File: src/rtl/ternary_matmul_ctrl_pkg.sv
// Shared configuration and types for the ternary matrix-vector controller.
package ternary_matmul_ctrl_pkg;

   localparam int D               = 4;
   localparam int DdrAddressWidth = 32;
   localparam int FixedPointWidth = 16;
   localparam int RowStrideBytes  = (D * 2 + 7) / 8;

   typedef logic [1:0]                 ternary_t;
   typedef logic [FixedPointWidth-1:0] fixed_point_t;
   typedef fixed_point_t [D-1:0]       vector_t;
   typedef ternary_t [D-1:0]           ternary_row_t;
   typedef logic [DdrAddressWidth-1:0] ddr_addr_t;

   typedef enum logic [3:0] {
      IDLE,
      VEC_REQ,
      VEC_WAIT,
      ROW_REQ,
      ROW_WAIT,
      DOT_START,
      DOT_WAIT,
      WRITE,
      DONE
   } ctrl_state_e;

endpackage

File: src/rtl/ternary_matmul_ctrl.sv
// Sequencer for one ternary matrix-vector product y = W*x: fetch x once, then
// per row fetch the row, run the shared dot unit, collect results, write y back.
module ternary_matmul_ctrl #(
   parameter int D              = ternary_matmul_ctrl_pkg::D,
   parameter int RowStrideBytes = ternary_matmul_ctrl_pkg::RowStrideBytes
) (
   input  logic                                 clk_i,
   input  logic                                 rst_i,
   input  logic                                 cmd_valid_i,
   output logic                                 cmd_ready_o,
   input  ternary_matmul_ctrl_pkg::ddr_addr_t    cmd_matrix_addr_i,
   input  ternary_matmul_ctrl_pkg::ddr_addr_t    cmd_vector_addr_i,
   input  ternary_matmul_ctrl_pkg::ddr_addr_t    cmd_result_addr_i,
   output logic                                 rd_req_valid_o,
   input  logic                                 rd_req_ready_i,
   output ternary_matmul_ctrl_pkg::ddr_addr_t    rd_req_addr_o,
   output logic                                 rd_req_kind_o,
   input  logic                                 vec_rsp_valid_i,
   input  ternary_matmul_ctrl_pkg::vector_t      vec_rsp_i,
   input  logic                                 row_rsp_valid_i,
   input  ternary_matmul_ctrl_pkg::ternary_row_t row_rsp_i,
   output logic                                 dot_start_o,
   output ternary_matmul_ctrl_pkg::ternary_row_t dot_row_o,
   output ternary_matmul_ctrl_pkg::vector_t      dot_vec_o,
   input  logic                                 dot_done_i,
   input  ternary_matmul_ctrl_pkg::fixed_point_t dot_result_i,
   output logic                                 wr_valid_o,
   input  logic                                 wr_ready_i,
   output ternary_matmul_ctrl_pkg::ddr_addr_t    wr_addr_o,
   output ternary_matmul_ctrl_pkg::vector_t      wr_data_o,
   output logic                                 busy_o,
   output logic                                 done_o,
   output logic                                 proto_err_o
);
   import ternary_matmul_ctrl_pkg::*;

   localparam int RowW = (D > 1) ? $clog2(D) : 1;

   ctrl_state_e     state_q, state_d;
   logic [RowW-1:0] row_q, row_d;
   ddr_addr_t       matrix_addr_q, matrix_addr_d;
   ddr_addr_t       vector_addr_q, vector_addr_d;
   ddr_addr_t       result_addr_q, result_addr_d;
   vector_t         x_q, x_d;
   ternary_row_t    row_data_q, row_data_d;
   vector_t         y_q, y_d;
   logic            cmd_ready_q, cmd_ready_d;
   logic            busy_q, busy_d;
   logic            rd_req_valid_q, rd_req_valid_d;
   logic            rd_req_kind_q, rd_req_kind_d;
   ddr_addr_t       rd_req_addr_q, rd_req_addr_d;
   logic            dot_start_q, dot_start_d;
   logic            wr_valid_q, wr_valid_d;
   logic            done_q, done_d;
   logic            proto_err_q, proto_err_d;

   // Next-state, datapath latching and registered-output decode from the next state.
   always_comb begin
      state_d       = state_q;
      row_d         = row_q;
      matrix_addr_d = matrix_addr_q;
      vector_addr_d = vector_addr_q;
      result_addr_d = result_addr_q;
      x_d           = x_q;
      row_data_d    = row_data_q;
      y_d           = y_q;

      // Stray responses are flagged but never steer the FSM. DOT_START is not
      // DOT_WAIT, so a done coinciding with the start pulse is caught here too.
      proto_err_d = proto_err_q
                  | (vec_rsp_valid_i && (state_q != VEC_WAIT))
                  | (row_rsp_valid_i && (state_q != ROW_WAIT))
                  | (dot_done_i      && (state_q != DOT_WAIT));

      case (state_q)
         IDLE: begin
            // cmd_ready_q gates acceptance so the first post-reset cycle refuses commands.
            if (cmd_valid_i && cmd_ready_q) begin
               matrix_addr_d = cmd_matrix_addr_i;
               vector_addr_d = cmd_vector_addr_i;
               result_addr_d = cmd_result_addr_i;
               row_d         = '0;
               state_d       = VEC_REQ;
            end
         end
         VEC_REQ:   if (rd_req_ready_i) state_d = VEC_WAIT;
         VEC_WAIT: begin
            if (vec_rsp_valid_i) begin
               x_d     = vec_rsp_i;
               state_d = ROW_REQ;
            end
         end
         ROW_REQ:   if (rd_req_ready_i) state_d = ROW_WAIT;
         ROW_WAIT: begin
            if (row_rsp_valid_i) begin
               row_data_d = row_rsp_i;
               state_d    = DOT_START;
            end
         end
         DOT_START: state_d = DOT_WAIT;
         DOT_WAIT: begin
            if (dot_done_i) begin
               y_d[row_q] = dot_result_i;
               if (row_q == RowW'(D - 1)) begin
                  state_d = WRITE;
               end else begin
                  row_d   = row_q + RowW'(1);
                  state_d = ROW_REQ;
               end
            end
         end
         WRITE:     if (wr_ready_i) state_d = DONE;
         DONE:      state_d = IDLE;
         default:   state_d = IDLE;
      endcase

      cmd_ready_d    = (state_d == IDLE);
      busy_d         = (state_d != IDLE);
      rd_req_valid_d = (state_d == VEC_REQ) || (state_d == ROW_REQ);
      rd_req_kind_d  = (state_d == ROW_REQ);
      // Row address wraps modulo the address width; no overflow detection.
      rd_req_addr_d  = rd_req_kind_d
                     ? matrix_addr_d + ddr_addr_t'(row_d) * ddr_addr_t'(RowStrideBytes)
                     : vector_addr_d;
      dot_start_d    = (state_d == DOT_START);
      wr_valid_d     = (state_d == WRITE);
      done_d         = (state_d == DONE);
   end

   // State and output registers with synchronous reset.
   always_ff @(posedge clk_i) begin
      if (rst_i) begin
         state_q        <= IDLE;
         row_q          <= '0;
         matrix_addr_q  <= '0;
         vector_addr_q  <= '0;
         result_addr_q  <= '0;
         x_q            <= '0;
         row_data_q     <= '0;
         y_q            <= '0;
         cmd_ready_q    <= 1'b0;
         busy_q         <= 1'b0;
         rd_req_valid_q <= 1'b0;
         rd_req_kind_q  <= 1'b0;
         rd_req_addr_q  <= '0;
         dot_start_q    <= 1'b0;
         wr_valid_q     <= 1'b0;
         done_q         <= 1'b0;
         proto_err_q    <= 1'b0;
      end else begin
         state_q        <= state_d;
         row_q          <= row_d;
         matrix_addr_q  <= matrix_addr_d;
         vector_addr_q  <= vector_addr_d;
         result_addr_q  <= result_addr_d;
         x_q            <= x_d;
         row_data_q     <= row_data_d;
         y_q            <= y_d;
         cmd_ready_q    <= cmd_ready_d;
         busy_q         <= busy_d;
         rd_req_valid_q <= rd_req_valid_d;
         rd_req_kind_q  <= rd_req_kind_d;
         rd_req_addr_q  <= rd_req_addr_d;
         dot_start_q    <= dot_start_d;
         wr_valid_q     <= wr_valid_d;
         done_q         <= done_d;
         proto_err_q    <= proto_err_d;
      end
   end

   assign cmd_ready_o    = cmd_ready_q;
   assign busy_o         = busy_q;
   assign rd_req_valid_o = rd_req_valid_q;
   assign rd_req_kind_o  = rd_req_kind_q;
   assign rd_req_addr_o  = rd_req_addr_q;
   assign dot_start_o    = dot_start_q;
   assign dot_row_o      = row_data_q;
   assign dot_vec_o      = x_q;
   assign wr_valid_o     = wr_valid_q;
   assign wr_addr_o      = result_addr_q;
   assign wr_data_o      = y_q;
   assign done_o         = done_q;
   assign proto_err_o    = proto_err_q;

endmodule
File: config.mk
export PLATFORM = sky130hd
export DESIGN_NAME = ternary_matmul_ctrl
export DESIGN_NICKNAME = d
export VERILOG_FILES = /design/src/rtl/ternary_matmul_ctrl_pkg.sv /design/src/rtl/ternary_matmul_ctrl.sv
export SDC_FILE = /design/constraint.sdc
export NUM_CORES = 1
export LEC_CHECK = 0
export ABC_AREA = 1
export BUFFER_PORTS_ARGS = -buffer_cell sky130_fd_sc_hd__buf_2
export CORE_MARGIN = 3
export CORE_UTILIZATION = 45
export CTS_CLUSTER_SIZE = 30
export DETAILED_ROUTE_END_ITERATION = 6
export PLACE_DENSITY = 0.73
export SLEW_MARGIN = 20
export SYNTH_ARGS = -nofsm -noshare
export SYNTH_HDL_FRONTEND = slang
export SYNTH_SLANG_ARGS = --single-unit
export TNS_END_PERCENT = 20
File: constraint.sdc
create_clock -name clk_i -period 3.2 [get_ports clk_i]
set_input_delay 0.64 -clock clk_i [delete_from_list [all_inputs] [get_ports clk_i]]
set_output_delay 0.64 -clock clk_i [all_outputs]
set_load 0.01 [all_outputs]
* Yosys cells after proc, flatten, opt, wreduce, memory -nomap -nowiden
Cells that the tools add are included.
Word-level totals: register bits 278, bits of input ports 192, output and inout port bits 208, logic and storage cells 83
Cells by class: add/subtract/negate cells 2, magnitude comparators 2, equality and inequality tests 16, muxes and demuxes 21, bitwise logic cells 3, reductions and logical operators 13
Operators with widths (count):
- 2-to-1 mux 32 bit | 5
- bitwise mux 64 bit | 1
- adder 32 x 2 -> 32 bit | 1
- demux 16 bit (select 2 bit) | 1
- one-hot mux 4 bit (8 select lines) | 1
- 2-to-1 mux 4 bit | 7
- == test 4 x 3 -> 1 bit (second input constant) | 6
- 2-to-1 mux 16 bit | 1
- == test 4 x 2 -> 1 bit (second input constant) | 3
- == test 4 x 1 -> 1 bit (second input constant) | 2
- zero test 4 bit | 2
- inequality test 4 x 3 -> 1 bit (second input constant) | 2
- AND reduction 2 bit | 4
- 2-to-1 mux 2 bit | 3
- logical AND 1 bit | 5
- == test 4 bit (second input constant) | 1
- inequality test 4 x 2 -> 1 bit (second input constant) | 1
- one-hot mux 2 bit (2 select lines) | 1
- nonzero test 4 bit | 1
- < comparator 2 x 3 -> 1 bit (second input constant) | 1
- 2-to-1 mux 3 bit | 1
- bitwise OR 1 bit | 3
- adder 2 x 1 -> 2 bit (second input constant) | 1
- == test 2 bit (second input constant) | 1
- other kinds (2) | 2

* Longest topological paths before layout
Gate-level depths: netlist of the first run.
depth after elaboration 6, mapped depth 19, depth with buffers taken out 18

* Worst setup path after synthesis of the first run
Ideal clock, no wire load.
path kind input -> register, start input port cmd_valid_i, end register rd_req_addr_q[23] (netlist: rd_req_addr_o[23]), library setup time 0.109 ns, data arrival time 2.809 ns, required time 3.091 ns, slack 0.282 ns, cell stages on the path 16, buffers on the path 3, path through nand2_4 -> nor2_8 -> buf_2 -> buf_2 -> buf_1 -> a21oi_1 -> ha_1 -> a21oi_1 -> nor2_2 -> nand2_2 -> nor2_1 -> nand3_1 -> nand2_1 -> nand3_1 -> nand2_1 -> inv_1
Between the ends: cells in the longest elaborated chain, start to end 5, elaborated cells between the ends (all ways) 12, those cells by class add/sub: 1; eq/ne: 1; mux: 9; reduce/logical: 1
Ends and longest elaborated chain:
- from (decl) | line ternary_matmul_ctrl.sv:9 | input logic cmd_valid_i,
- logical AND 1 bit | line ternary_matmul_ctrl.sv:78 | if (cmd_valid_i && cmd_ready_q) begin
- 2-to-1 mux 32 bit | line ternary_matmul_ctrl.sv:78
- 2-to-1 mux 32 bit | line ternary_matmul_ctrl.sv:75 | case (state_q)
- named net matrix_addr_d[1] | line ternary_matmul_ctrl.sv:41 | ddr_addr_t matrix_addr_q, matrix_addr_d;
- adder 32 x 2 -> 32 bit | line ternary_matmul_ctrl.sv:123 | ? matrix_addr_d + ddr_addr_t'(row_d) * ddr_addr_t'(RowStrideBytes)
- 2-to-1 mux 32 bit | line ternary_matmul_ctrl.sv:123
- to (signal assigned) | line ternary_matmul_ctrl.sv:163 | rd_req_addr_q <= rd_req_addr_d;
- to (decl) | line ternary_matmul_ctrl.sv:51 | ddr_addr_t rd_req_addr_q, rd_req_addr_d;
The timed path passes the listed nets, and every way through them passes these cells. A chain may end at the register's enable or synchronous reset.

* Worst setup path after layout of the first run
start register state_q[1], end register rd_req_addr_q[10] (netlist: rd_req_addr_o[10])
Between the ends: cells in the longest elaborated chain, start to end 4, elaborated cells between the ends (all ways) 22, those cells by class add/sub: 1; eq/ne: 8; mux: 12; reduce/logical: 1
Ends and longest elaborated chain:
- from (decl) | line ternary_matmul_ctrl.sv:39 | ctrl_state_e state_q, state_d;
- from (signal assigned) | line ternary_matmul_ctrl.sv:151 | state_q <= state_d;
- == test 4 x 3 -> 1 bit or zero test 4 bit (tied branches) | line ternary_matmul_ctrl.sv:75
- one-hot mux 2 bit (2 select lines) (*) | line ternary_matmul_ctrl.sv:75
- named net row_d[0] | line ternary_matmul_ctrl.sv:40 | logic [RowW-1:0] row_q, row_d;
- adder 32 x 2 -> 32 bit (*) | line ternary_matmul_ctrl.sv:123
- 2-to-1 mux 32 bit (*) | line ternary_matmul_ctrl.sv:123
The timed path passes the listed nets; every way through them passes the cells marked *.

==> out/qor.log, run 1 <==
[finish] non-filler cells, final 2340
[min_path] startpoint of the worst hold path row_rsp_i[4]
[clock_tree] clock tree from TritonCTS yes
[floorplanning] floorplan core area 24680 um^2
[critical_path] crit path cell chain inv_1 > nor2_2 > nand2_1 > nor2_4 > inv_2 > nand3_1 > nand2_1 > ha_1 > fa_1 > nand3_2 > inv_2 > nand2_1 > nor2_1 > nand2_1 > nand3_1 > o21ai_1 > inv_1
[finish] count of nets after finishing 2185
[route] wire length after detailed routing 38.45 mm
[synthesis] netlist area before placement 11430 um^2
[global_routing] total global routing track utilization 0.2709
[route] number of iterations in the first detailed-routing pass 5
[synthesis] most area-hungry cell type in the Yosys netlist sky130_fd_sc_hd__dfxtp_1
[timing] number of hold-slack violations in the final timing report 0
[clock_tree] clk_lat worst skew 0.56 ns
[critical_path] delay contributed by the slowest stage of the critical path 0.44 ns
[floorplanning] Ports 400
[finish] Fillers 2370
[finish] Finished Core Util 0.5921
[timing] clock period minus worst slack 2.869 ns
[critical_path] Critical-path top delay cell sky130_fd_sc_hd__fa_1
[critical_path] worst-case reg-to-reg path depth 17
[synthesis] leading register cell type out of synthesis sky130_fd_sc_hd__dfxtp_1
[global_routing] via count of the first global-routing pass 10960
[timing] Setup TNS 0 ns
[power_and_ir_drop] Design Power 8.586 mW
[synthesis] asr flop ratio synth 0
[finish] share of post-route cells with drive strength above 1 0.2489
[clock_tree] H-Tree Level Count 1
[min_path] Worst Hold Depth 3
[clock_tree] Clock Tree Buf Depth 3
[critical_path] CP max FO 5
[floorplanning] chip height 165.4 um
[synthesis] number of flip-flops and latches in the synthesized netlist 278
[placed_design] post-detail-place hpwl 28.50 mm
[route] Via-to-Cell Ratio 5.004
[timing] transition at the pin with the smallest max-transition slack 0.6941 ns
[power_and_ir_drop] cell leakage power 7.133 nW
[min_path] endpoint of the worst hold-timing path dot_row_o[4]$_SDFFE_PP0P_
[route] DR WL/cell 16.43 um
[synthesis] EDFF count, synth 0
[finish] layout overhead on the synthesized area 27.80%
[synthesis] total nets after synthesis 1817
[critical_path] CP top delay family simple AND/OR/NAND/NOR gates
[global_routing] wire length of the first global-routing pass 58.85 mm
[timing] highest achievable clock rate 348.6 MHz
[route] via count 11709
[floorplanning] die span in x 165.4 um
[flow_run] number of max-cap violations 0
[placed_design] quantity of I/O buffers inserted on ports 399
[outcome] result of the run completed
[synthesis] sequential share of the synthesized area 0.4868
[clock_tree] Post-CTS Setup Inserts 0
[clock_tree] number of instances resized during post-cts repair 0
[floorplanning] initial cell density of the core 0.4633
[synthesis] Synth top area share 0.4868
[critical_path] origin of the critical flop-to-flop path state_q[1]$_SDFF_PP0_
[synthesis] mean area per synthesized cell 7.049 um^2
[placed_design] routability congestion estimate from global placement 0.9247
[timing] worst slew margin relative to its limit 0.5330
[synthesis] largest cells by area after synthesis sky130_fd_sc_hd__dfxtp_1 49%, sky130_fd_sc_hd__nor2_1 13%, sky130_fd_sc_hd__nand2_1 9.5%, sky130_fd_sc_hd__o21ai_0 8.8%, sky130_fd_sc_hd__inv_1 5.3%
[timing] worst clock skew 0.02087 ns
[clock_tree] cts bufs inserted 29
[timing] count of final setup violators 0
[synthesis] number of synthesis warnings 0
[floorplanning] area of the die 27360 um^2
[power_and_ir_drop] maximum resistive drop on vdd 0.4684 mV
[synthesis] most repeated cell in the gate-level netlist after synthesis sky130_fd_sc_hd__nor2_1
[critical_path] Worst R2R Setup Slack 0.33 ns
[route] post-route antenna net violation count 0
[critical_path] category of the most critical setup path flip-flop to flip-flop
[timing] fin crit share 0.8966
[clock_tree] number of buffers inserted for hold repair after clock tree synthesis 0
[critical_path] endpoint of the worst-slack reg-to-reg timing path rd_req_addr_o[10]$_SDFF_PP0_
[timing] number of max-slew violations in the final report 0
[synthesis] Cells after Synth 1622
[global_routing] global route total overflow 0
[critical_path] kind of launch point of the worst setup path flip-flop
[timing] setup repair after global routing missed its margin no
[clock_tree] clock transition at the register clock pins on the worst setup and hold paths after CTS 0.06 ns
[critical_path] sort of element at the end of the critical path flip-flop
[clock_tree] CTS sink count 278
[power_and_ir_drop] PwrDens 587.6 nW/um^2
[route] DRC 0
[critical_path] data required time at the worst endpoint 3.64 ns
[global_routing] maximum number of pins on one net before global-route repair 129
[clock_tree] root buffer cell sky130_fd_sc_hd__clkbuf_16
[route] initial detailed-routing violation count 868
[floorplanning] number of standard-cell rows in the floorplan 57
[synthesis] most common library cells after synthesis 381 x sky130_fd_sc_hd__nor2_1, 289 x sky130_fd_sc_hd__nand2_1, 278 x sky130_fd_sc_hd__dfxtp_1, 200 x sky130_fd_sc_hd__o21ai_0, 162 x sky130_fd_sc_hd__inv_1
[critical_path] Worst Path Buf+Inv 4
[min_path] class of the tightest hold or removal check input pin to flip-flop
[global_routing] antenna violations before repair 9
[critical_path] Most Frequent Cell on Critical Path sky130_fd_sc_hd__nand2_1
[critical_path] critical path data arrival time 3.31 ns
[placed_design] # placed instances 2282
[synthesis] count of cell types in the netlist 36
## logic make-up (layout without fill, tap and decap cells)
kind of cell / count (synthesis) / count (layout) / share of synthesized area
AO/OA/AOI/OAI: 299 / 299 / 0.1325
XOR/XNOR: 10 / 10 / 0.007660
adder cells (fa/ha/maj): 3 / 3 / 0.003939
buffers and inverters: 253 / 640 / 0.09006
flip-flops: 278 / 278 / 0.4868
other: 0 / 7 / 0
AND/OR/NAND/NOR: 779 / 779 / 0.2791
## state kept, by name, indices dropped and copies added, names as in the netlist
register and cells:
state_q 4, dot_row_o 8, wr_valid_o 1, wr_data_o 64, cmd_ready_o 1, vector_addr_q 32
rd_req_kind_o 1, row_q 2, done_o 1, dot_vec_o 64, matrix_addr_q 32, wr_addr_o 32
dot_start_o 1, rd_req_addr_o 32, rd_req_valid_o 1, proto_err_o 1, busy_o 1
## placed cells by master, fill, tap and decap left out, types with 2 or more instances in the layout
master | netlist | final
sky130_fd_sc_hd__a21oi_1 | 78 | 78
sky130_fd_sc_hd__nand2_1 | 289 | 289
sky130_fd_sc_hd__nor2_1 | 381 | 381
sky130_fd_sc_hd__xor2_1 | 10 | 10
sky130_fd_sc_hd__inv_1 | 162 | 162
sky130_fd_sc_hd__nor2_2 | 9 | 9
sky130_fd_sc_hd__o22ai_1 | 3 | 3
sky130_fd_sc_hd__nand3_4 | 0 | 2
sky130_fd_sc_hd__diode_2 | 0 | 7
sky130_fd_sc_hd__nand3_1 | 47 | 46
sky130_fd_sc_hd__nor2_4 | 5 | 5
sky130_fd_sc_hd__dfxtp_1 | 278 | 278
sky130_fd_sc_hd__ha_1 | 2 | 2
sky130_fd_sc_hd__clkbuf_8 | 0 | 7
sky130_fd_sc_hd__nand2_4 | 2 | 2
sky130_fd_sc_hd__nand4_1 | 17 | 17
sky130_fd_sc_hd__nor3_2 | 2 | 2
sky130_fd_sc_hd__nand2_2 | 4 | 4
sky130_fd_sc_hd__a31oi_1 | 2 | 2
sky130_fd_sc_hd__clkbuf_1 | 51 | 8
sky130_fd_sc_hd__buf_2 | 12 | 399
sky130_fd_sc_hd__nand3_2 | 4 | 3
sky130_fd_sc_hd__o21ai_1 | 13 | 13
sky130_fd_sc_hd__o21ai_0 | 200 | 200
sky130_fd_sc_hd__clkbuf_16 | 0 | 29
sky130_fd_sc_hd__buf_4 | 5 | 15
sky130_fd_sc_hd__clkinv_2 | 1 | 2
sky130_fd_sc_hd__buf_12 | 0 | 2
sky130_fd_sc_hd__nor3_1 | 15 | 15
sky130_fd_sc_hd__inv_2 | 9 | 9
## worst max-delay path by stage
stage / start / end / slack (ns) / cells past startpoint
4_1_cts: state_q[1]$_SDFF_PP0_ / rd_req_addr_o[23]$_SDFF_PP0_ / 0.36 / 16
6_report: state_q[1]$_SDFF_PP0_ / rd_req_addr_o[10]$_SDFF_PP0_ / 0.33 / 17
2_1_floorplan: cmd_valid_i / rd_req_addr_o[23]$_SDFF_PP0_ / 0.28 / 16
5_1_grt: state_q[1]$_SDFF_PP0_ / rd_req_addr_o[23]$_SDFF_PP0_ / 0.09 / 16
3_3_place_gp: cmd_valid_i / rd_req_addr_o[10]$_SDFF_PP0_ / 0.27 / 16
3_5_place_dp: cmd_valid_i / rd_req_addr_o[10]$_SDFF_PP0_ / 0.17 / 16
## worst register-to-register path, stage by stage, from the launching register on
cell	delay, ns
sky130_fd_sc_hd__dfxtp_1	0.43
sky130_fd_sc_hd__inv_1	0.09
sky130_fd_sc_hd__nor2_2	0.20
sky130_fd_sc_hd__nand2_1	0.17
sky130_fd_sc_hd__nor2_4	0.17
sky130_fd_sc_hd__inv_2	0.08
sky130_fd_sc_hd__nand3_1	0.09
sky130_fd_sc_hd__nand2_1	0.07
sky130_fd_sc_hd__ha_1	0.24
sky130_fd_sc_hd__fa_1	0.44
sky130_fd_sc_hd__nand3_2	0.16
sky130_fd_sc_hd__inv_2	0.05
sky130_fd_sc_hd__nand2_1	0.16
sky130_fd_sc_hd__nor2_1	0.10
sky130_fd_sc_hd__nand2_1	0.07
sky130_fd_sc_hd__nand3_1	0.09
sky130_fd_sc_hd__o21ai_1	0.11
sky130_fd_sc_hd__inv_1	0.05
## where the power goes
group / internal, mW / switching (mW)
Combinational: 0.497 / 0.948
Clock: 1.92 / 1.39
Sequential: 3.72 / 0.115
Total: 6.14 / 2.45
## layout make-up
cell class,count,area (um^2),area share
antenna,7,17.52,0.001199
clock buffer,44,852.1,0.05831
clock inverter,6,82.58,0.005652
inverter,173,653.1,0.04470
multi-input combinational,1091,4858,0.3325
sequential,278,5565,0.3809
tap,324,405.4,0.02774
timing repair buffer,417,2177,0.1490
## stage by stage
step | cell area (um^2) | setup WS (ns) | hold slack [ns]
CTS | 14570 | 0.3639 | 0.2905
floorplan | 11430 | 0.2818 | 0.4508
detailed placement | 13630 | 0.1747 | 0.4320
global placement | 13630 | 0.2726 | 0.4277
finish | 14610 | 0.3310 | 0.3154
global route | 14610 | 0.08869 | 0.3174
## per-layer routing
metal  up-vias  share of wire  track usage
li1       5828              -            -
met1      5313           0.40       0.3431
met2       485           0.48       0.4542
met3        79          0.085      0.06136
met4         4          0.034      0.09641
met5         -        0.00055            0
(Power assumes the default switching activity.)
==> run 2: changes to the inputs <==
--- a/config.mk
+++ b/config.mk
@@ -8,10 +8,10 @@
 export ABC_AREA = 1
 export BUFFER_PORTS_ARGS = -buffer_cell sky130_fd_sc_hd__buf_2
 export CORE_MARGIN = 3
-export CORE_UTILIZATION = 45
+export CORE_UTILIZATION = 50
 export CTS_CLUSTER_SIZE = 30
 export DETAILED_ROUTE_END_ITERATION = 6
-export PLACE_DENSITY = 0.73
+export PLACE_DENSITY_LB_ADDON = 0.25
 export SLEW_MARGIN = 20
 export SYNTH_ARGS = -nofsm -noshare
 export SYNTH_HDL_FRONTEND = slang
==> run 2 against run 1 <==
Effect of this change:
- first-iteration DRC count fell by 10%
- final cell count fell by 1.9%
- clock skew fell by 0.0079 ns
- sequential share of layout area barely moved
- die area fell by 9.6%
- routed wire length fell by 1.3%
- via count rose by 0.30%
- worst setup slack got worse by 0.035 ns
- largest power group unchanged
==> out/qor.log, run 2 (synthesis results as in run 1) <==
[timing] clock period minus worst slack 2.904 ns
[global_routing] antenna violations before repair 5
[placed_design] routability congestion estimate from global placement 0.9663
[power_and_ir_drop] PwrDens 601.5 nW/um^2
[placed_design] quantity of I/O buffers inserted on ports 399
[clock_tree] H-Tree Level Count 1
[power_and_ir_drop] cell leakage power 7.173 nW
[finish] layout overhead on the synthesized area 27.84%
[floorplanning] floorplan core area 22160 um^2
[global_routing] global route total overflow 0
[critical_path] Worst R2R Setup Slack 0.30 ns
[min_path] class of the tightest hold or removal check input pin to flip-flop
[critical_path] sort of element at the end of the critical path flip-flop
[critical_path] end of the critical path rd_req_addr_o[12]$_SDFF_PP0_
[route] via count 11744
[outcome] result of the run completed
[critical_path] CP max FO 18
[route] wire length after detailed routing 37.94 mm
[floorplanning] die span in x 157.2 um
[route] DRC 0
[timing] worst hold-check slack 0.3136 ns
[timing] worst clock skew 0.01298 ns
[power_and_ir_drop] Design Power 8.792 mW
[route] post-route antenna net violation count 0
[timing] number of max-slew violations in the final report 0
[timing] Setup TNS 0 ns
[finish] non-filler cells, final 2296
[floorplanning] Ports 400
[placed_design] # placed instances 2241
[finish] Fillers 1987
[clock_tree] clk_lat worst skew 0.56 ns
[clock_tree] root buffer cell sky130_fd_sc_hd__clkbuf_16
[timing] count of final setup violators 0
[clock_tree] cts bufs inserted 29
[timing] highest achievable clock rate 344.3 MHz
[clock_tree] number of buffers inserted for hold repair after clock tree synthesis 0
[clock_tree] number of instances resized during post-cts repair 0
[timing] worst slew margin relative to its limit 0.4822
[critical_path] worst-case reg-to-reg path depth 15
[finish] leading cell type in the layout, fill and taps excluded sky130_fd_sc_hd__buf_2
[clock_tree] CTS sink count 278
[timing] fin crit share 0.9076
[clock_tree] clock tree from TritonCTS yes
[clock_tree] Clock Tree Buf Depth 3
[clock_tree] clock transition at the register clock pins on the worst setup and hold paths after CTS 0.06 ns
[floorplanning] number of standard-cell rows in the floorplan 54
[timing] number of hold-slack violations in the final timing report 0
[critical_path] origin of the critical flop-to-flop path cmd_ready_o$_SDFF_PP0_
[finish] share of post-route cells with drive strength above 1 0.2527
[critical_path] category of the most critical setup path flip-flop to flip-flop
[route] DR WL/cell 16.53 um
[timing] transition at the pin with the smallest max-transition slack 0.7768 ns
[critical_path] Critical Path Source cmd_ready_o$_SDFF_PP0_
[critical_path] endpoint of the worst-slack reg-to-reg timing path rd_req_addr_o[12]$_SDFF_PP0_
[global_routing] via count of the first global-routing pass 10696
[placed_design] post-detail-place hpwl 27.95 mm
[finish] commonest cells after routing, fill and taps aside 399 x sky130_fd_sc_hd__buf_2, 381 x sky130_fd_sc_hd__nor2_1, 289 x sky130_fd_sc_hd__nand2_1
[critical_path] kind of launch point of the worst setup path flip-flop
[critical_path] data required time at the worst endpoint 3.64 ns
[floorplanning] area of the die 24720 um^2
[global_routing] maximum number of pins on one net before global-route repair 190
[route] Via-to-Cell Ratio 5.115
[route] number of iterations in the first detailed-routing pass 6
[route] initial detailed-routing violation count 780
[critical_path] critical path data arrival time 3.35 ns
[clock_tree] Post-CTS Setup Inserts 0
[power_and_ir_drop] maximum resistive drop on vdd 0.5852 mV
[global_routing] wire length of the first global-routing pass 57.39 mm
[floorplanning] chip height 157.2 um
[finish] count of nets after finishing 2187
[floorplanning] initial cell density of the core 0.5159
[timing] setup repair after global routing missed its margin no
[global_routing] total global routing track utilization 0.2904
[flow_run] number of max-cap violations 0
==> run 2: changes by cell type in the layout (fill, tap and decap cells not counted), sizes merged <==
cell / before / now
inv: 174 / 173
diode: 7 / 2
buf: 417 / 419
clkinvlp: 1 / 3
clkbuf: 44 / 42
clkinv: 3 / 5
bufinv: 1 / 3
==> run 2: worst max-delay path, cell delays in order (launching register included) <==
cell and delay [ns]:
sky130_fd_sc_hd__dfxtp_1 0.54, sky130_fd_sc_hd__nand2_4 0.24, sky130_fd_sc_hd__clkinv_2 0.13, sky130_fd_sc_hd__nand3_4 0.15, sky130_fd_sc_hd__nand3_1 0.17, sky130_fd_sc_hd__nand2_1 0.08
sky130_fd_sc_hd__ha_1 0.24, sky130_fd_sc_hd__fa_1 0.45, sky130_fd_sc_hd__nand3_2 0.16, sky130_fd_sc_hd__inv_2 0.05, sky130_fd_sc_hd__nand2_1 0.16, sky130_fd_sc_hd__nor2_1 0.11
sky130_fd_sc_hd__nand2_1 0.07, sky130_fd_sc_hd__nand3_1 0.09, sky130_fd_sc_hd__o21ai_1 0.11, sky130_fd_sc_hd__inv_1 0.04
==> run 2: per-layer routing <==
metal  wire length [um]  up-vias  global-route usage  part of all wire
met3               3231       84             0.07066             0.085
li1                   -     5831                   -                 -
met5                 41        -                   0            0.0011
met4               1194        6             0.09669             0.031
met1              15100     5335              0.3584              0.40
met2              18380      488              0.4994              0.48
==> run 2: worst min-delay path by stage <==
stage / from / to / slack, ns / cells after the start
final: row_rsp_i[0] / dot_row_o[0]$_SDFFE_PP0P_ / 0.31 / 3
after CTS: row_rsp_i[0] / dot_row_o[0]$_SDFFE_PP0P_ / 0.30 / 3
after floorplan: matrix_addr_q[4]$_SDFF_PP0_ / matrix_addr_q[4]$_SDFF_PP0_ / 0.45 / 2
after global routing: row_rsp_i[3] / dot_row_o[3]$_SDFFE_PP0P_ / 0.33 / 3
after detailed placement: dot_vec_o[61]$_SDFFE_PP0P_ / dot_vec_o[61]$_SDFFE_PP0P_ / 0.43 / 2
after global placement: dot_vec_o[0]$_SDFFE_PP0P_ / dot_vec_o[0]$_SDFFE_PP0P_ / 0.43 / 2
==> run 2: power by group <==
group / total, mW / switching, mW / internal, mW
sequential: 3.84 / 0.118 / 3.72
combinational: 1.46 / 0.954 / 0.504
clock: 3.49 / 1.40 / 2.10
==> run 2: per-stage QoR <==
step	setup slack, ns	util	area, um^2
floorplan	0.2818	-	11430
global placement	0.2700	0.6137	13600
detailed placement	0.1932	0.6137	13600
CTS	0.3328	0.6591	14610
global route	0.09493	0.6596	14620
finish	0.2956	0.6596	14620
==> run 2: layout make-up <==
class | instances | area, um^2 | share of cell area
clock inverters | 11 | 152.6 | 0.01044
well taps | 280 | 350.3 | 0.02397
diodes | 2 | 5.005 | 0.0003424
repair buffers | 419 | 2176 | 0.1489
clock buffers | 42 | 854.6 | 0.05847
multi-input cells | 1091 | 4858 | 0.3324
flip-flops and latches | 278 | 5567 | 0.3808
inverters | 173 | 653.1 | 0.04468
